==> src/rtl/eu_pkg.sv <==
// Types and helpers shared by the cluster event-unit blocks.
package eu_pkg;

   typedef enum logic [0:0] {
      StFree,
      StLocked
   } mutex_state_e;

   // Index width for an n-entry vector; never narrower than one bit.
   function automatic int unsigned eu_id_width(input int unsigned n);
      return (n > 1) ? $clog2(n) : 1;
   endfunction

endpackage

==> src/rtl/eu_rr_pick.sv <==
// Combinational round-robin picker: first request at or above ptr_i, wrapping.
module eu_rr_pick
   import eu_pkg::*;
#(
   parameter int unsigned N   = 8,
   parameter int unsigned IdW = eu_id_width(N)
) (
   input  logic [N-1:0]   req_i,
   input  logic [IdW-1:0] ptr_i,
   output logic           valid_o,
   output logic [N-1:0]   grant_o,
   output logic [IdW-1:0] idx_o
);

   logic [2*N-1:0] dbl_req;
   logic [2*N-1:0] dbl_masked;

   // Upper copy is unmasked, so the lowest set bit of the masked doubled vector is the
   // first request at or above ptr_i, wrapping through the upper copy when needed.
   always_comb begin
      dbl_req    = {req_i, req_i};
      dbl_masked = dbl_req & ({(2*N){1'b1}} << ptr_i);
      valid_o    = |req_i;
      idx_o      = '0;
      for (int i = 2 * N - 1; i >= 0; i--) begin
         if (dbl_masked[i]) begin
            if (i >= int'(N)) begin
               idx_o = IdW'(i - int'(N));
            end else begin
               idx_o = IdW'(i);
            end
         end
      end
      grant_o = valid_o ? (N'(1) << idx_o) : '0;
   end

endmodule

==> src/rtl/eu_mutex_rr_arbiter.sv <==
// Hardware mutex with round-robin handover, message passing and one-cycle grant events.
module eu_mutex_rr_arbiter
   import eu_pkg::*;
#(
   parameter int unsigned NB_CORES    = 8,
   parameter int unsigned MUTEX_MSG_W = 32,
   localparam int unsigned ID_W       = eu_id_width(NB_CORES)
) (
   input  logic                   clk_i,
   input  logic                   rst_i,
   input  logic [NB_CORES-1:0]    lock_req_i,
   input  logic [NB_CORES-1:0]    unlock_req_i,
   input  logic [MUTEX_MSG_W-1:0] msg_wdata_i,
   output logic [MUTEX_MSG_W-1:0] msg_rdata_o,
   output logic [NB_CORES-1:0]    mutex_event_o,
   output logic                   owner_valid_o,
   output logic [ID_W-1:0]        owner_id_o,
   output logic [NB_CORES-1:0]    pending_o,
   output logic                   err_o,
   input  logic                   err_clr_i
);

   mutex_state_e           state_q, state_d;
   logic [ID_W-1:0]        owner_q, owner_d;
   logic [ID_W-1:0]        ptr_q, ptr_d;
   logic [NB_CORES-1:0]    pending_q, pending_d;
   logic [NB_CORES-1:0]    event_q, event_d;
   logic [MUTEX_MSG_W-1:0] msg_q, msg_d;
   logic                   err_q, err_d;

   logic [NB_CORES-1:0] owner_mask;
   logic [NB_CORES-1:0] arb_req;
   logic                owner_unlock;
   logic                owner_lock;
   logic                err_new;
   logic                pick_valid;
   logic [NB_CORES-1:0] pick_grant;
   logic [ID_W-1:0]     pick_idx;

   assign owner_mask   = (state_q == StLocked) ? (NB_CORES'(1) << owner_q) : '0;
   assign owner_unlock = |(unlock_req_i & owner_mask);
   assign owner_lock   = |(lock_req_i & owner_mask);
   // The owner never competes in its own handover; a re-lock with unlock waits as pending.
   assign arb_req      = pending_q | (lock_req_i & ~owner_mask);
   assign err_new      = (|(unlock_req_i & ~owner_mask)) | (owner_lock & ~owner_unlock);

   eu_rr_pick #(
      .N   (NB_CORES),
      .IdW (ID_W)
   ) u_pick (
      .req_i   (arb_req),
      .ptr_i   (ptr_q),
      .valid_o (pick_valid),
      .grant_o (pick_grant),
      .idx_o   (pick_idx)
   );

   always_comb begin
      state_d   = state_q;
      owner_d   = owner_q;
      ptr_d     = ptr_q;
      msg_d     = msg_q;
      event_d   = '0;
      pending_d = arb_req | (owner_unlock ? (lock_req_i & owner_mask) : '0);

      unique case (state_q)
         StFree: begin
            if (pick_valid) begin
               state_d   = StLocked;
               owner_d   = pick_idx;
               event_d   = pick_grant;
               pending_d = pending_d & ~pick_grant;
               ptr_d     = (pick_idx == ID_W'(NB_CORES - 1)) ? '0 : pick_idx + ID_W'(1);
            end
         end
         StLocked: begin
            if (owner_unlock) begin
               msg_d = msg_wdata_i;
               if (pick_valid) begin
                  owner_d   = pick_idx;
                  event_d   = pick_grant;
                  pending_d = pending_d & ~pick_grant;
                  ptr_d     = (pick_idx == ID_W'(NB_CORES - 1)) ? '0 : pick_idx + ID_W'(1);
               end else begin
                  state_d = StFree;
                  owner_d = '0;
               end
            end
         end
         default: state_d = StFree;
      endcase

      if (err_new) begin
         err_d = 1'b1;
      end else if (err_clr_i) begin
         err_d = 1'b0;
      end else begin
         err_d = err_q;
      end
   end

   always_ff @(posedge clk_i) begin
      if (rst_i) begin
         state_q   <= StFree;
         owner_q   <= '0;
         ptr_q     <= '0;
         pending_q <= '0;
         event_q   <= '0;
         msg_q     <= '0;
         err_q     <= 1'b0;
      end else begin
         state_q   <= state_d;
         owner_q   <= owner_d;
         ptr_q     <= ptr_d;
         pending_q <= pending_d;
         event_q   <= event_d;
         msg_q     <= msg_d;
         err_q     <= err_d;
      end
   end

   assign msg_rdata_o   = msg_q;
   assign mutex_event_o = event_q;
   assign owner_valid_o = (state_q == StLocked);
   assign owner_id_o    = owner_q;
   assign pending_o     = pending_q;
   assign err_o         = err_q;

endmodule

==> config.mk <==
export PLATFORM = sky130hd
export DESIGN_NAME = eu_mutex_rr_arbiter
export DESIGN_NICKNAME = d
export VERILOG_FILES = /design/src/rtl/eu_pkg.sv /design/src/rtl/eu_rr_pick.sv /design/src/rtl/eu_mutex_rr_arbiter.sv
export SDC_FILE = /design/constraint.sdc
export NUM_CORES = 1
export LEC_CHECK = 0
export CORE_MARGIN = 2
export CORE_UTILIZATION = 45
export CTS_BUF_LIST = sky130_fd_sc_hd__clkbuf_4
export DETAILED_ROUTE_END_ITERATION = 10
export PLACE_DENSITY = 0.85
export SETUP_SLACK_MARGIN = 0.02
export SLEW_MARGIN = 30
export SYNTH_ARGS = -nofsm -noshare
export SYNTH_HDL_FRONTEND = slang
export SYNTH_SLANG_ARGS = --single-unit
==> constraint.sdc <==
create_clock -name clk_i -period 3.7 [get_ports clk_i]
set_input_delay 0.925 -clock clk_i [delete_from_list [all_inputs] [get_ports clk_i]]
set_output_delay 0.925 -clock clk_i [all_outputs]
set_load 0.1 [all_outputs]
==> results.py, run 1 <==
metrics = {
    "worst_setup_path": {
        "crit_family": "compound AO/OA/AOI/OAI gates",
        "critPathSlowestCell": "clkdlybuf4s50_1",
        "critPathBufInv": 2,
        "arrival_ns": 3.50,
        "startpoint_type": "input pin",
        "r2r_end": "ptr_q[0]",
        "crit_path_end_kind": "flip-flop",
        "reg2reg_slack_ns": 0.54,
        "crit_required_ns": 4.02,
        "ff2ff_path_depth": 12,
        "cp_slowest_stage_delay_ns": 0.45,
        "cp_max_fo": 6,
        "r2r-start": "owner_id_o[2]",
        "path_cells": "clkdlybuf4s50_1, a21oi_1, o21ai_0, and2_1, o31ai_1, inv_1, ha_1, ha_1, a21oi_1, o211ai_1, a31oi_1",
        "worst-setup-path-type": "in -> reg",
    },
    "pwr": {
        "seq_power_share_pct": 27.3,
        "p_sw_share_pct": 53.7,
        "worst_ir_drop_vdd_mv": 0.473,
        "p_sw_mw": 1.71,
        "powerDensity_mw_per_mm2": 818,
        "p_clk_share_pct": 10.6,
        "total_leakage_power_nw": 1.65,
        "p_total_mw": 3.19,
        "p_int_mw": 1.48,
        "p_comb_share_pct": 62.1,
    },
    "global_routing": {
        "antenna_found_initial": 0,
        "grt_pass1_wl_um": 12100,
        "grt_max_degree": 37,
        "grt.total_usage_pct": 23.3,
        "grt_pass1_vias": 2581,
        "grt-ovfl-total": 0,
    },
    "clock_network": {
        "cts_sinks": 56,
        "cts_tree": "done",
        "clk_pin_slew_ns": 0.16,
        "cts_hold_buffers": 0,
        "ctsResizeCount": 0,
        "postCtsSetupRepairBufs": 0,
        "cts_buffer_depth": 2,
        "ctsRootBufferMaster": "clkbuf_4",
        "clk_latency_ns": 0.38,
        "numCtsBuffers": 5,
        "cts.htree.levels": 2,
    },
    "synth": {
        "ys_types": 56,
        "syn_nets": 348,
        "synth-simple-area-share_pct": 19.0,
        "ys_top_cells_by_area": "dfxtp_1, mux2i_1, nor2_1, ha_1, a21oi_1",
        "yosys-top-cells-count": "dfxtp_1, nor2_1, mux2i_1",
        "yosys_warnings": 0,
        "synth_top_area_cell": "dfxtp_1",
        "synth_largest_type_area_fraction_pct": 40.3,
        "ys_ff_latch": 56,
        "synth_edf_count": 0,
        "syn_inst": 291,
        "syn-mean-instance-area_um2": 9.56,
        "synth-main-ff-cell": "dfxtp_1",
        "synth_xor_area_share_pct": 0,
        "synth_area_mm2": 0.00278,
        "async_flop_share_pct": 0,
        "synth_mux_area_share_pct": 16.5,
        "ys_seq_area_share_pct": 40.3,
        "synth_fa_ha_area_share_pct": 2.70,
        "synth.most_common_cell": "dfxtp_1",
        "synth_compound_area_share_pct": 16.3,
        "synth_top_family_by_area": "simple AND/OR/NAND/NOR gates",
    },
    "die": {
        "num_io_pins": 104,
        "start_util_pct": 46.7,
        "die_y_um": 82.6,
        "core_mm2": 0.00596,
        "die_w_um": 82.6,
        "die-area_mm2": 0.00683,
        "num_rows": 28,
    },
    "worst_hold_path": {
        "min_path_type": "reg -> reg",
        "hp-start": "msg_rdata_o[26]",
        "hold_end": "msg_rdata_o[26]",
        "holdPathStages": 2,
    },
    "detailed_routing": {
        "vias": 2593,
        "wl_per_cell_um": 16.6,
        "drtPass1Iterations": 4,
        "wirelength_um": 7730,
        "wl_met3_um": 713,
        "vias_per_cell": 5.56,
        "drt_iter0_drc": 95,
        "met2WireLength_um": 3660,
        "drcViolationCount": 0,
        "drt-met1-wl_um": 3220,
        "highest_layer": "met4",
        "ant_nets": 0,
    },
    "place": {
        "place_congestion": 0.923,
        "io_buffers": 103,
        "hpwl_um": 5970,
        "place_inst": 458,
    },
    "timing": {
        "hold_viol": 0,
        "maxSlewHeadroom_pct": 32.8,
        "fin_crit_sh_pct": 86.2,
        "min_period_ns": 3.19,
        "grt_setup_unrepaired": "false",
        "fmax_ghz": 0.314,
        "worst-slew-pin-transition_ns": 1.01,
        "setup_violations": 0,
        "holdWs_ns": 0.519,
        "clock_skew_ns": 0.0116,
        "setup_tns_ns": 0,
        "slew_viol_final": 0,
    },
    "finish": {
        "synthToLayoutAreaGrowth_pct": 40.1,
        "multi_input_area_mm2": 0.00152,
        "antenna_cells": 0,
        "finalNonFillerCells": 466,
        "nets": 447,
        "fillers": 487,
        "utilization_pct": 65.5,
        "layout-drive-gt1-share_pct": 11.3,
        "seq_area_mm2": 0.00112,
    },
    "run": {
        "cap_violations": 0,
    },
    "status": {
        "status": "finished, final reports clean",
    },
}
area by class of cell:
class,instances,area share (%)
Tap cell,75,2.41
Timing Repair Buffer,112,27.3
Clock buffer,5,0.963
Multi-Input combinational cell,209,38.9
Inverter,6,0.578
Clock inverter,3,1.09
Sequential cell,56,28.8
worst reg2reg max path, delay by kind of cell, from the launching register on:
| kind | cells | cell delay, ns |
|---|---|---|
| AOI/OAI and AO/OA | 6 | 1.33 |
| DFF | 1 | 0.47 |
| adders and majority gates | 2 | 0.47 |
| and+or+nand+nor | 2 | 0.44 |
| buffers and inverters | 2 | 0.37 |
worst max path at each step:
stage | start | depth (start not counted) | to
global route | owner_id_o[2] | 12 | ptr_q[0]
floorplan | owner_id_o[1] | 12 | ptr_q[0]
finish | lock_req_i[3] | 11 | ptr_q[0]
global placement | lock_req_i[3] | 11 | ptr_q[0]
detailed placement | lock_req_i[3] | 11 | ptr_q[0]
CTS | lock_req_i[3] | 11 | ptr_q[0]
power by group through the flow:
| stage | combinational [mW] | clock, mW | sequential, mW |
|---|---|---|---|
| 5_1_grt | 2.09 | 0.366 | 0.890 |
| 6_report | 1.98 | 0.338 | 0.870 |
| 3_3_place_gp | 1.96 | 0 | 0.880 |
| 4_1_cts | 1.98 | 0.347 | 0.870 |
| 2_1_floorplan | 0.734 | 0 | 1.65 |
| 3_5_place_dp | 1.98 | 0 | 0.883 |
placed cells by master, fill, tap and decap left out, types with 4 or more instances in the layout:
cell type	synthesis	routed
inv_1	5	5
mux2i_1	37	37
nand2b_1	4	4
buf_4	4	21
nand2_1	6	6
clkbuf_4	0	5
ha_1	6	6
and3_1	7	7
clkdlybuf4s50_1	0	90
a211oi_1	4	4
a311oi_1	7	7
and2_1	5	5
nor2_1	45	45
nand3_1	4	4
a31oi_1	5	5
dfxtp_1	56	56
o21ai_0	8	8
a21oi_1	14	14
stage by stage:
stage	cell area [µm²]	setup WS, ns
final	3900	0.511
after global routing	3900	0.281
after CTS	3900	0.560
after detailed placement	3820	0.158
after global placement	3820	0.248
after floorplan	2780	0.275
state kept, by name, summed over array words and instances (netlist names):
register / cells
owner_valid_o: 1
msg_rdata_o: 32
owner_id_o: 3
err_o: 1
mutex_event_o: 8
ptr_q: 3
pending_o: 8
kinds of logic after synthesis:
group | count (synthesis)
AND/OR/NAND/NOR | 98
AO/OA/AOI/OAI | 63
adder cells (fa/ha/maj) | 6
multiplexers | 42
flip-flops | 56
buffers and inverters | 26
per-layer routing:
layer	vias to the layer above	track usage (%)
met3	12	9.24
met5	-	0
li1	1261	-
met2	115	37.6
met4	0	7.21
met1	1205	28.5
Power figures use the tool's default switching activity.
==> run 2, diff against run 1 <==
--- a/config.mk
+++ b/config.mk
@@ -9,7 +9,8 @@
 export CORE_UTILIZATION = 45
 export CTS_BUF_LIST = sky130_fd_sc_hd__clkbuf_4
 export DETAILED_ROUTE_END_ITERATION = 10
-export PLACE_DENSITY = 0.85
+export PLACE_DENSITY_LB_ADDON = 0.15
+export REMOVE_ABC_BUFFERS = 1
 export SETUP_SLACK_MARGIN = 0.02
 export SLEW_MARGIN = 30
 export SYNTH_ARGS = -nofsm -noshare
==> run 2 against run 1 <==
Net effect:
- final area is 0.19% higher
- largest power group unchanged
- clock power shrank 4%
- final cell count is the same
- utilization rose by 0.13 points
==> results.py, run 2 (synthesized netlist as in run 1, its figures left out) <==
metrics = {
    "clock_network": {
        "postCtsSetupRepairBufs": 0,
        "ctsResizeCount": 0,
        "clk_latency_ns": 0.37,
        "cts_sinks": 56,
        "cts_hold_buffers": 0,
        "cts.htree.levels": 2,
        "clk_pin_slew_ns": 0.15,
        "numCtsBuffers": 5,
        "cts_buffer_depth": 2,
        "cts_tree": "done",
        "ctsRootBufferMaster": "clkbuf_4",
    },
    "finish": {
        "utilization_pct": 65.6,
        "antenna_cells": 0,
        "largest_reg_flops": 32,
        "layout-drive-gt1-share_pct": 9.72,
        "synthToLayoutAreaGrowth_pct": 40.4,
        "fin_area_mm2": 0.00391,
        "final_common_cell": "clkdlybuf4s50_1",
        "most-common-layout-cells": "clkdlybuf4s50_1, dfxtp_1, nor2_1, mux2i_1, buf_4",
        "nets": 447,
    },
    "worst_setup_path": {
        "critPathBufInv": 0,
        "critPathSlowestCell": "dfxtp_1",
        "worst-setup-path-type": "reg -> reg",
        "reg2reg_slack_ns": 0.47,
        "crit_path_end_kind": "flip-flop",
        "crit_family": "compound AO/OA/AOI/OAI gates",
        "cp_slowest_stage_delay_ns": 0.82,
        "arrival_ns": 3.54,
        "crit_required_ns": 4.02,
        "ff2ff_path_depth": 11,
        "r2r-start": "owner_id_o[0]",
        "r2r_end": "ptr_q[0]",
        "cp_max_fo": 21,
        "path_cells": "nand4b_1, a21oi_1, o211ai_1, a31oi_1, a2bb2oi_1, nor2_1, ha_1, ha_1, a21oi_1, o211ai_1, a31oi_1",
        "startpoint_type": "flip-flop",
    },
    "die": {
        "die_w_um": 82.6,
        "die_y_um": 82.6,
        "die-area_mm2": 0.00683,
        "start_util_pct": 46.7,
        "core_mm2": 0.00596,
        "num_io_pins": 104,
        "num_rows": 28,
    },
    "global_routing": {
        "antenna_found_initial": 0,
        "grt-ovfl-total": 0,
        "grt_pass1_wl_um": 11500,
        "grt_pass1_vias": 2464,
        "grt.total_usage_pct": 21.8,
        "grt_max_degree": 37,
    },
    "timing": {
        "holdWs_ns": 0.510,
        "setup_tns_ns": 0,
        "worst-slew-pin-transition_ns": 0.996,
        "fmax_ghz": 0.310,
        "hold_viol": 0,
        "min_period_ns": 3.23,
        "fin_crit_sh_pct": 87.2,
        "grt_setup_unrepaired": "false",
        "slew_viol_final": 0,
        "setup_violations": 0,
        "clock_skew_ns": 0.00402,
        "maxSlewHeadroom_pct": 33.4,
    },
    "detailed_routing": {
        "ant_nets": 0,
        "drcViolationCount": 0,
        "vias_per_cell": 5.59,
        "wl_per_cell_um": 15.8,
        "drtPass1Iterations": 4,
        "vias": 2604,
        "drt_iter0_drc": 190,
        "wirelength_um": 7360,
    },
    "place": {
        "hpwl_um": 5280,
        "io_buffers": 103,
        "place_congestion": 0.960,
        "place_area_mm2": 0.00383,
    },
    "worst_hold_path": {
        "hp-start": "msg_rdata_o[10]",
        "min_path_type": "reg -> reg",
        "hold_end": "msg_rdata_o[10]",
        "holdPathStages": 2,
    },
    "pwr": {
        "powerDensity_mw_per_mm2": 812,
        "worst_ir_drop_vdd_mv": 0.470,
        "total_leakage_power_nw": 1.63,
    },
    "run": {
        "cap_violations": 0,
    },
    "status": {
        "status": "finished, final reports clean",
    },
}
==> run 2: final cells by class <==
type | instances | area (µm²)
fill | 518 | 2050
multi-input combinational | 209 | 1520
sequential | 56 | 1120
timing repair buffer | 112 | 1080
tap | 75 | 93.8
clock buffer | 5 | 37.5
clock inverter | 3 | 37.5
inverter | 6 | 22.5
==> run 2: how the worst max path moves through the flow <==
stage	from	to	slack, ns	depth (start not counted)
3_3_place_gp	lock_req_i[3]	ptr_q[0]	0.17	11
5_1_grt	owner_id_o[0]	ptr_q[0]	0.23	11
2_1_floorplan	owner_id_o[2]	pending_o[7]	0.07	6
3_5_place_dp	lock_req_i[5]	ptr_q[0]	0.17	11
4_1_cts	owner_id_o[0]	ptr_q[0]	0.49	11
6_report	owner_id_o[0]	ptr_q[0]	0.47	11
==> run 2: tightest hold or removal path: cells and delay by family (launching register included) <==
family / cells / cell delay [ns]
DFF: 1 / 0.35
muxes: 1 / 0.07
and+or+nand+nor: 1 / 0.07
==> run 2: routing by layer <==
| metal | track usage, % | vias to the layer above | share of wire [%] | wire, µm |
|---|---|---|---|---|
| met2 | 35.6 | 116 | 47 | 3450 |
| li1 | - | 1257 | - | - |
| met4 | 7.38 | 0 | 1.1 | 80 |
| met3 | 5.76 | 8 | 8.2 | 601 |
| met5 | 0 | - | 0 | 0 |
| met1 | 27.9 | 1223 | 44 | 3220 |
==> run 2: stage by stage <==
stage                     total power, mW  setup slack, ns  std cells
after floorplan                      2.33           0.0749        271
after global placement               2.84            0.172        458
after detailed placement             2.85            0.166        458
after CTS                            3.18            0.485        466
after global routing                 3.33            0.233        466
final                                3.17            0.472        466
==> run 2: where the power goes <==
part,leakage [nW],internal [mW],switching [mW]
sequential,0.460,0.732,0.158
clock,0.0403,0.138,0.186
combinational,1.13,0.609,1.35
total,1.63,1.48,1.69
